### config.mk
export PLATFORM = sky130hd
export DESIGN_NAME = uart_rx_param
export DESIGN_NICKNAME = d
export VERILOG_FILES = /design/src/rtl/uart_rx_param.sv
export SDC_FILE = /design/constraint.sdc
export NUM_CORES = 1
export LEC_CHECK = 0
export BUFFER_PORTS_ARGS = -buffer_cell sky130_fd_sc_hd__buf_2
export CAP_MARGIN = 20
export CORE_MARGIN = 3
export CORE_UTILIZATION = 33
export CTS_BUF_LIST = sky130_fd_sc_hd__clkbuf_8
export DETAILED_ROUTE_END_ITERATION = 8
export PLACE_DENSITY_LB_ADDON = 0.1
export SETUP_SLACK_MARGIN = 0.02
export SLEW_MARGIN = 10
export SYNTH_ARGS = -nofsm -noshare
export SYNTH_HDL_FRONTEND = slang
export SYNTH_SLANG_ARGS = --single-unit
### constraint.sdc
create_clock -name clk_50M -period 2.41 [get_ports clk_50M]
set_clock_uncertainty 0.15 [all_clocks]
set_input_delay 0 -clock clk_50M [delete_from_list [all_inputs] [get_ports clk_50M]]
set_output_delay 0 -clock clk_50M [all_outputs]
set_load 0.005 [all_outputs]
### src/rtl/uart_rx_param.sv
// Parametrised UART receiver: 2-flop synchroniser, mid-bit sampling FSM and a
// valid/ready holding register carrying framing, parity and overrun status.
`timescale 1ns/1ps
module uart_rx_param #(
  parameter int CLK_FREQ  = 50_000_000,
  parameter int BAUD      = 115200,
  parameter int DATA_BITS = 8,
  parameter int PARITY    = 0,
  parameter int STOP_BITS = 1,
  parameter int MSB_FIRST = 0
) (
  input  logic                 clk_50M,
  input  logic                 rst_n,
  input  logic                 rx,
  output logic [DATA_BITS-1:0] rx_data,
  output logic                 rx_valid,
  input  logic                 rx_ready,
  output logic                 frame_err,
  output logic                 parity_err,
  output logic                 overrun,
  output logic                 busy
);

  localparam int CPB   = CLK_FREQ / BAUD;
  localparam int HALF  = CPB / 2;
  localparam int CNT_W = $clog2(CPB);

  localparam logic [CNT_W-1:0] CNT_LAST      = CNT_W'(CPB - 1);
  localparam logic [CNT_W-1:0] CNT_MID       = CNT_W'(HALF - 1);
  localparam logic [3:0]       IDX_DATA_LAST = 4'(DATA_BITS - 1);
  localparam logic [3:0]       IDX_STOP_LAST = 4'(STOP_BITS - 1);

  typedef enum logic [2:0] {
    IDLE, START, DATA, PAR, STOP, WAIT_HIGH
  } state_t;

  state_t               state, state_nxt;
  logic                 rx_m, rx_s;
  logic [CNT_W-1:0]     cnt;
  logic [3:0]           idx;
  logic [DATA_BITS-1:0] shreg, shift_in;
  logic                 par_err_q, stop_err_q;
  logic                 tick, mid, commit, accept;

  // NOTE: reset is sampled on the clock edge, and every flop here updates with
  // non-blocking assignments so all registers see pre-edge values.
  // Synchroniser resets to the idle line level so reset never looks like a start bit.
  always_ff @(posedge clk_50M) begin
    if (!rst_n) begin
      rx_m <= 1'b1;
      rx_s <= 1'b1;
    end else begin
      rx_m <= rx;
      rx_s <= rx_m;
    end
  end

  always_ff @(posedge clk_50M) begin
    if (!rst_n) state <= IDLE;
    else        state <= state_nxt;
  end

  assign tick = (cnt == CNT_LAST);
  assign mid  = (cnt == CNT_MID);

  // NOTE: every combinational output gets a default first so no latch is inferred.
  always_comb begin
    state_nxt = state;
    unique case (state)
      IDLE:      if (!rx_s) state_nxt = START;
      START:     if (mid) state_nxt = rx_s ? IDLE : DATA;
      DATA:      if (tick && idx == IDX_DATA_LAST) state_nxt = (PARITY != 0) ? PAR : STOP;
      PAR:       if (tick) state_nxt = STOP;
      STOP:      if (tick && idx == IDX_STOP_LAST) state_nxt = rx_s ? IDLE : WAIT_HIGH;
      WAIT_HIGH: if (rx_s) state_nxt = IDLE;
      default:   state_nxt = IDLE;
    endcase
  end

  always_comb begin
    busy   = (state != IDLE);
    commit = (state == STOP) && tick && (idx == IDX_STOP_LAST);
    accept = rx_valid && rx_ready;
  end

  always_comb begin
    shift_in = (MSB_FIRST != 0) ? {shreg[DATA_BITS-2:0], rx_s}
                                : {rx_s, shreg[DATA_BITS-1:1]};
  end

  // Bit timing, data assembly and per-frame error accumulation.
  always_ff @(posedge clk_50M) begin
    if (!rst_n) begin
      cnt        <= '0;
      idx        <= '0;
      shreg      <= '0;
      par_err_q  <= 1'b0;
      stop_err_q <= 1'b0;
    end else begin
      unique case (state)
        IDLE: begin
          cnt        <= '0;
          idx        <= '0;
          par_err_q  <= 1'b0;
          stop_err_q <= 1'b0;
        end
        START: cnt <= mid ? '0 : cnt + 1'b1;
        DATA: begin
          cnt <= tick ? '0 : cnt + 1'b1;
          if (tick) begin
            shreg <= shift_in;
            idx   <= (idx == IDX_DATA_LAST) ? 4'd0 : idx + 4'd1;
          end
        end
        PAR: begin
          cnt <= tick ? '0 : cnt + 1'b1;
          if (tick) par_err_q <= ((^shreg) ^ rx_s) != (PARITY == 2);
        end
        STOP: begin
          cnt <= tick ? '0 : cnt + 1'b1;
          if (tick) begin
            stop_err_q <= stop_err_q | ~rx_s;
            idx        <= idx + 4'd1;
          end
        end
        default: begin
          cnt <= '0;
          idx <= '0;
        end
      endcase
    end
  end

  // Holding register: a commit coinciding with an accept is a clean hand-over.
  always_ff @(posedge clk_50M) begin
    if (!rst_n) begin
      rx_data    <= '0;
      rx_valid   <= 1'b0;
      frame_err  <= 1'b0;
      parity_err <= 1'b0;
      overrun    <= 1'b0;
    end else if (commit) begin
      rx_data    <= shreg;
      frame_err  <= stop_err_q | ~rx_s;
      parity_err <= par_err_q;
      rx_valid   <= 1'b1;
      if (rx_valid && !accept) overrun <= 1'b1;
    end else if (accept) begin
      rx_valid <= 1'b0;
      overrun  <= 1'b0;
    end
  end

endmodule

==> impl_summary.md, run 1 <==
Routing
The via density per instance is 4.69. For this run, design rule violations remaining after detail routing come to 0. In this run the remaining antenna-violating nets after routing total 0. The final route contains 1,337 vias.

The number of DRC markers after the initial detailed-route iteration is 42. The routed design has 3550 microns of wire. The number of search-and-repair iterations in the first detailed-routing pass is 4. Dividing the detail-routed wire length by the instance count gives 12.4 microns.

Global routing
Global routing used 19.8% of the available met2 tracks. The met1 usage in global routing is 15.1%. The via count of the first global-routing pass came to 1,410. The number of antenna violations at the first check in global routing is 0. Global routing finished with a remaining overflow of 0. The most used routing layer is met2.

The met3 track demand over resource is 3.40%. Entering global routing, the biggest net connects 34 pins. The first global-routing pass estimated 6310 microns of wire. Across every metal layer, demand over resource in global routing totals 12.1%.

Logic synthesis
The number of instances in the synthesized netlist is 191. Synthesis inferred 40 register bits. For this run, the leading register cell type out of synthesis is dfxtp_1. The number of synthesized flops with an enable pin is 0. The share of synthesized area in the top cell type comes to 42.2%. The number of nets in the synthesized netlist is 200. During synthesis, Yosys emitted a total of 0 warnings. In the post-synthesis netlist, the biggest area contributors are dfxtp_1 42%, mux2i_1 11%, nor2b_1 7.9%. The area of the mapped netlist is 1900 sq um. The synthesized area divided by synthesized cell count is 9.94 sq um. Sequential cells were found to cover 42.2% of the synthesized design area. The number of different library cells in the post-synthesis netlist is 42. The biggest area contributor in the post-synthesis netlist is dfxtp_1. After synthesis, the share of flip-flops with an asynchronous set or reset is 0%.

Placement
Routability-driven placement finished with a final weighted congestion of 0.855. Buffers placed on the I/O ports in this run total 16. Counting tap cells, the placed design contains a total of 273 instances. The final HPWL from detailed placement is 2520 microns.

Floorplanning
After floorplanning, the core was divided into 26 placement rows. For this configuration, the core starts out at a cell density of 35.6%. 17 I/O pins were placed. The die covers 6700 sq um. From bottom edge to top edge, the die measures 81.9 microns.

The placeable core region is 5340 sq um. The die extent in x is 81.9 microns.

CTS
The clock-pin transition on the worst setup and hold timing paths is 0.08 ns. The number of setup buffers added after CTS is 0. The number of levels the H-tree was split into is 2. Clock latency on the worst-skew pair, taken at its later pin, is 0.28 ns. Clock tree synthesis inserted a total of 5 buffers.

The number of buffers inserted for hold repair after clock tree synthesis is 4. The tree built by TritonCTS fans out to 40 sinks. The CTS root buffer is clkbuf_8. TritonCTS built the clock tree. The post-cts resize count is 0. The buffer levels on the longest clock path is 2.

Power
The design draws 1.24 mW. The power density over cell area is 566 nW/um^2. The static power due to leakage is 0.932 nW.

The peak supply drop is 225 uV.

Setup path
The endpoint type of the worst setup path is a register. The launching element type of the critical path is a register. STA puts the critical path data required time at 2.49 ns. The arrival time of the worst setup path is 2.04 ns. The critical path start-end classification is reg -> reg. The maximum net fanout on the critical path is 8.

Timing
The max-slew violation count was 0. Setup repair after global routing left no endpoint under its margin. The setup total negative slack is 0 ns. On the final layout, the worst hold slack is 0.264 ns.

The hold violation count in the final report came to 0. The final critical path takes up 81.2% of the cycle. The maximum operating frequency is 511 MHz. The total setup violations reported at the end of the flow is 0. The worst slew margin relative to its limit is 66.6%. The slew at the pin with the worst max-slew slack is 0.501 ns. Subtracting the final worst setup slack from the clock period gives 1.96 ns.

Layout
The antenna cell count is 0. The count of nets after finishing is 223. Compared with the post-synthesis result, the final layout area differs by 15.8%.

The filler-free cell count of the finished design is 285. The most common cell after layout, fill and taps aside is dfxtp_1. Of the cells placed in the final design, the portion with a size suffix greater than 1 is 15.3%. The top cell types in the final layout, fill and taps aside, are 40 x dfxtp_1, 24 x nor2b_1, 21 x mux2i_1, 18 x nor2_1, 16 x buf_2. The count of filler cells inserted in the layout is 543.

Worst hold path
The path class of the lowest-slack min-delay path is reg -> reg.

Flow run
The max-cap check violation count is 0.

Status
The flow ran to the end, and the final reports show no timing, DRC or antenna violations.
state kept, by name (all words and copies together), names as in the netlist, 3 cells and up:
name and cells:
cnt 9, idx 4, rx_data 8, shreg 8
state 3
where the power goes:
part	internal, mW	switching [mW]
Clock	0.306	0.232
Sequential	0.663	0.00409
Combinational	0.0197	0.0190
metal layers:
layer | part of all wire, % | up-vias
met4 | 0.79 | 0
met5 | 0 | -
li1 | - | 696
met1 | 49 | 628
met2 | 48 | 11
met3 | 2.4 | 2
cell usage after synthesis, types with 2 or more instances:
library cell / instances
xnor2_1: 8
nand2_1: 8
inv_1: 7
nand3_1: 4
nor2b_1: 24
o21a_1: 6
mux2i_1: 21
nand2b_1: 6
buf_4: 2
nor2_1: 18
clkbuf_1: 3
o311a_1: 2
dfxtp_1: 40
xor2_1: 5
a21boi_1: 3
nor4_1: 3
ha_1: 5
and3_1: 2
worst paths after layout:
| check | startpoint | cells after the start | slack, ns | end |
|---|---|---|---|---|
| max | idx[0]$_SDFFE_PN0P_ | 7 | 0.45 | overrun$_SDFFE_PN0P_ |
| min | rx_m$_SDFF_PN1_ | 1 | 0.26 | rx_s$_SDFF_PN1_ |
| max reg2reg | idx[0]$_SDFFE_PN0P_ | 7 | 0.45 | overrun$_SDFFE_PN0P_ |
| min reg2reg | rx_m$_SDFF_PN1_ | 1 | 0.26 | rx_s$_SDFF_PN1_ |
final cells by class:
type,count,area [sq um],share of cell area (%)
repair buffers,21,128,5.80
flip-flops and latches,40,801,36.4
inverters,7,26.3,1.19
multi-input cells,139,1050,47.6
clock buffers,5,68.8,3.13
clock inverters,3,42.5,1.93
well taps,70,87.6,3.98
through the flow:
stage	worst slack (ns)	utilization [%]	instance area (sq um)
6_report	0.454	41.2	2200
3_3_place_gp	0.455	38.4	2050
5_1_grt	0.238	41.2	2200
3_5_place_dp	0.418	38.4	2050
2_1_floorplan	0.671	-	1900
4_1_cts	0.401	41.2	2200
critical path: stages (launching register included):
cell and delay (ns):
dfxtp_1 0.35, inv_1 0.07, ha_1 0.13, nor3b_1 0.41, nand3_2 0.27, buf_4 0.25, a21boi_1 0.16, o21a_1 0.12
cell families (layout without fill, tap and decap cells):
family	after synthesis	count (layout)	synth area share, %
AO/OA/AOI/OAI	19	19	7.77
XOR/XNOR	14	14	7.18
adder cells (fa/ha/maj)	5	5	3.29
buffers and inverters	12	36	2.77
flip-flops	40	40	42.2
multiplexers	22	22	11.7
AND/OR/NAND/NOR	79	79	25.2
Note: power is estimated with default switching activity, not from simulation.
==> run 2: changes to the inputs <==
==> constraint.sdc (replaced) <==
create_clock -name clk_50M -period 1.8 [get_ports clk_50M]
set_clock_uncertainty 0.15 [all_clocks]
set_input_delay 0 -clock clk_50M [delete_from_list [all_inputs] [get_ports clk_50M]]
set_output_delay 0 -clock clk_50M [all_outputs]
set_load 0.005 [all_outputs]
==> run 2 against run 1 <==
Against the previous run: the run now ends with negative hold slack, negative setup slack left; first-iteration DRC count fell by 7.1%; final cell count up 3.9%; fmax grew 3.5%; critical endpoint is now cnt[0]$_SDFF_PN0_.
==> impl_summary.md, run 2 (same netlist as run 1, synthesis figures left out) <==
Worst hold path
The path class of the tightest hold or removal check is in -> reg.

Global routing
The number of antenna violations at the first check in global routing was 0 (unchanged). The global router's overall resource usage is 12.8% (+0.69 points). The maximum number of pins on one net before global-route repair was 34 (unchanged).

The first-pass GRT wire length is 6700 microns (+6.2%). The final global-route overflow total is 0 (unchanged). The via count of the first global-routing pass is 1,466 (+4.0%).

Floorplanning
The area of the die is 6700 sq um (unchanged). The boundary pin count is 17 (unchanged). The placeable core region is 5340 sq um (unchanged).

The floorplan die height is 81.9 microns (unchanged). The effective utilization at floorplan is 35.6% (unchanged). The number of core rows was 26 (unchanged). The die extent in x is 81.9 microns (unchanged).

Power
The internal power component is 1.17 mW (+19%). The clock network fraction of total power came to 36.7% (-6.6 points). The power density over cell area came to 632 nW/um^2 (+12%). The switching portion of total power came to 21.9% (+1.4 points). The part of the power in registers is 59.5% (+5.9 points). The peak supply drop was 374 uV (+66%). The static power due to leakage is 1.01 nW (+8.5%).

The switching power was 328 uW (+29%). The relative contribution of combinational cells to total power is 3.8% (+0.7 points).

Setup path
The launching element type of the critical path is a register. The arrival time of the worst setup path was 1.91 ns (-0.13 ns). The signal on the critical path passes through inv_4, ha_4, or4b_4, nor3_4, o32ai_2, nand2_2, nor2_2.

The worst setup path is of the reg -> reg kind. The endpoint type of the worst setup path is a register. The count of buffer and inverter cells on the critical path is 1 (-1). The data required time at the worst endpoint is 1.82 ns (-0.67 ns). For this design, the slowest cell found on the critical path is or4b_4. The worst stage delay on the critical path is 0.47 ns (+0.06 ns). The maximum net fanout on the critical path came to 8 (unchanged). The gate family responsible for the most delay along the worst path is simple AND/OR/NAND/NOR gates.

CTS
The clock sink total is 40 (unchanged). The number of levels the H-tree was split into is 2 (unchanged). The clock-pin transition on the worst setup and hold timing paths was 0.07 ns (about the same). The number of CTS-inserted buffers is 5 (unchanged).

TritonCTS built the clock tree. The buffer levels on the longest clock path is 2 (unchanged). The CTS root buffer is clkbuf_8. The clock network latency to the later pin of the worst-skew pair came to 0.28 ns (about the same).

Timing
The clock period minus final worst setup slack was 1.89 ns (-0.0669 ns). The share of the cycle needed by the critical path after routing is 105% (+24 points). The worst slew margin relative to its limit was 66.7% (about the same). The final worst hold slack came to -0.00584 ns (-0.270 ns). Setup repair after global routing could not meet its margin everywhere. The hold violation count in the final report is 1 (+1). The max-slew violation count was 0 (unchanged). The total setup violations reported at the end of the flow came to 18 (+18). The maximum operating frequency is 529 MHz (+3.5%). The final setup slack of the worst path is -0.0894 ns (-0.543 ns). The slew at the pin with the worst max-slew slack is 0.500 ns (-0.000812 ns).

Routing
The detailed router used layers up to and including met4. The count of unresolved DRC violations after routing is 0 (unchanged). The number of search-and-repair iterations in the first detailed-routing pass is 4 (unchanged). The met3 wire length is 104 microns (+22%). The routed wire length is 3950 microns (+11%).

The number of DRC markers after the initial detailed-route iteration is 39 (-7.1%). The via density per instance came to 4.77 (+1.6%). The met2 layer wire length in the routed design was 2030 microns (+20%). The mean routed wirelength per cell is 13.4 microns (+7.3%). The number of routed nets with antenna violations was 0 (unchanged). The overall via count from detail_route is 1,411 (+5.5%). The routed metal-1 wirelength is 1770 microns (+1.2%).

Status
The checks that failed: negative hold slack, negative setup slack. The run finished, with violations left.

Placement
The pre-CTS setup slack came to -0.0427 ns (-0.460 ns). The cell area after placement is 2140 sq um (+4.4%). The count of port buffers added during placement came to 16 (unchanged). The final weighted congestion in routability-driven placement is 0.849 (-0.62%). The final HPWL from detailed placement was 2790 microns (+11%).

Layout
The count of nets after finishing was 235 (+5.4%). In the layout the commonest cells are 36 x dfxtp_1, 24 x nor2b_1, 20 x mux2i_1, 16 x buf_2, 13 x nor2_1. The area used by multi-input combinational logic is 1150 sq um (+9.6%).

The antenna cell count came to 0 (unchanged). The register name with the most flops is cnt. The count of filler cells inserted in the layout is 531 (-2.2%). The final core utilization is 44.5% (+3.2 points). The fraction of layout instances using a drive strength above 1 was 28.8% (+13 points).

The area growth from synthesis to layout is 24.9%. The flip-flop count of the largest register after layout is 9 (unchanged). The most common cell after layout, fill and taps aside is dfxtp_1. The sequential cell area is 808 sq um (+0.94%). The largest registers in the layout are cnt (9), rx_data (8), shreg (8). The design area is 2370 sq um (+7.9%).

Flow run
The max-cap check violation count is 0 (unchanged).
run 2: cell count changes in the layout (fill, tap and decap cells not counted), sizes merged:
cell         delta
inv             +1
bufinv          -1
dlygate4sd3     -2
buf            +14
clkinvlp        -1
run 2: worst paths after layout:
check / startpoint / to / slack (ns) / depth (start not counted)
worst max-delay path: cnt[0]$_SDFF_PN0_ / cnt[0]$_SDFF_PN0_ / -0.09 / 7
worst min-delay path: rst_n / rx_s$_SDFF_PN1_ / -0.006 / 2
worst max register to register: cnt[0]$_SDFF_PN0_ / cnt[0]$_SDFF_PN0_ / -0.09 / 7
worst min register to register: rx_m$_SDFF_PN1_ / rx_s$_SDFF_PN1_ / 0.26 / 1
run 2: worst reg2reg max path, stage by stage, from the launching register on:
cell and delay (ns):
dfxtp_4 0.36, inv_4 0.06, ha_4 0.11, or4b_4 0.47, nor3_4 0.22, o32ai_2 0.14
nand2_2 0.21, nor2_2 0.07
run 2: layout make-up:
cell class | instances | area share (%)
flip-flops and latches | 40 | 34.1
multi-input cells | 139 | 48.3
clock buffers | 5 | 2.90
clock inverters | 2 | 0.369
repair buffers | 33 | 9.44
inverters | 7 | 1.21
well taps | 70 | 3.69
run 2: what timing repair did:
item                                   in CTS  in global routing
endpoints found under the hold margin       3                  0
pin swaps                                   1                 10
gates resized for setup                     5                 25
setup endpoints to repair                  17                 36
buffers inserted                            1                  1
hold buffers                                2                  0
run 2: layer usage:
layer	vias to the layer above	global-route usage (%)
met3	5	2.96
met5	-	0
li1	721	-
met1	667	15.7
met2	18	21.8
met4	0	4.49
run 2: power by group through the flow:
stage          clock, mW  combinational, mW  sequential [mW]
3_3_place_gp           0             0.0465            0.914
6_report           0.551             0.0569            0.893
4_1_cts            0.573             0.0514            0.893
5_1_grt            0.606             0.0627            0.893
3_5_place_dp           0             0.0478            0.914
2_1_floorplan          0             0.0335            0.913
run 2: stage by stage:
| step | instances | total power, mW | setup TNS [ns] |
|---|---|---|---|
| 5_1_grt | 296 | 1.56 | -4.20 |
| 6_report | 296 | 1.50 | -0.721 |
| 3_3_place_gp | 285 | 0.960 | 0 |
| 2_1_floorplan | 191 | 0.946 | 0 |
| 3_5_place_dp | 285 | 0.962 | -0.266 |
| 4_1_cts | 295 | 1.52 | 0 |
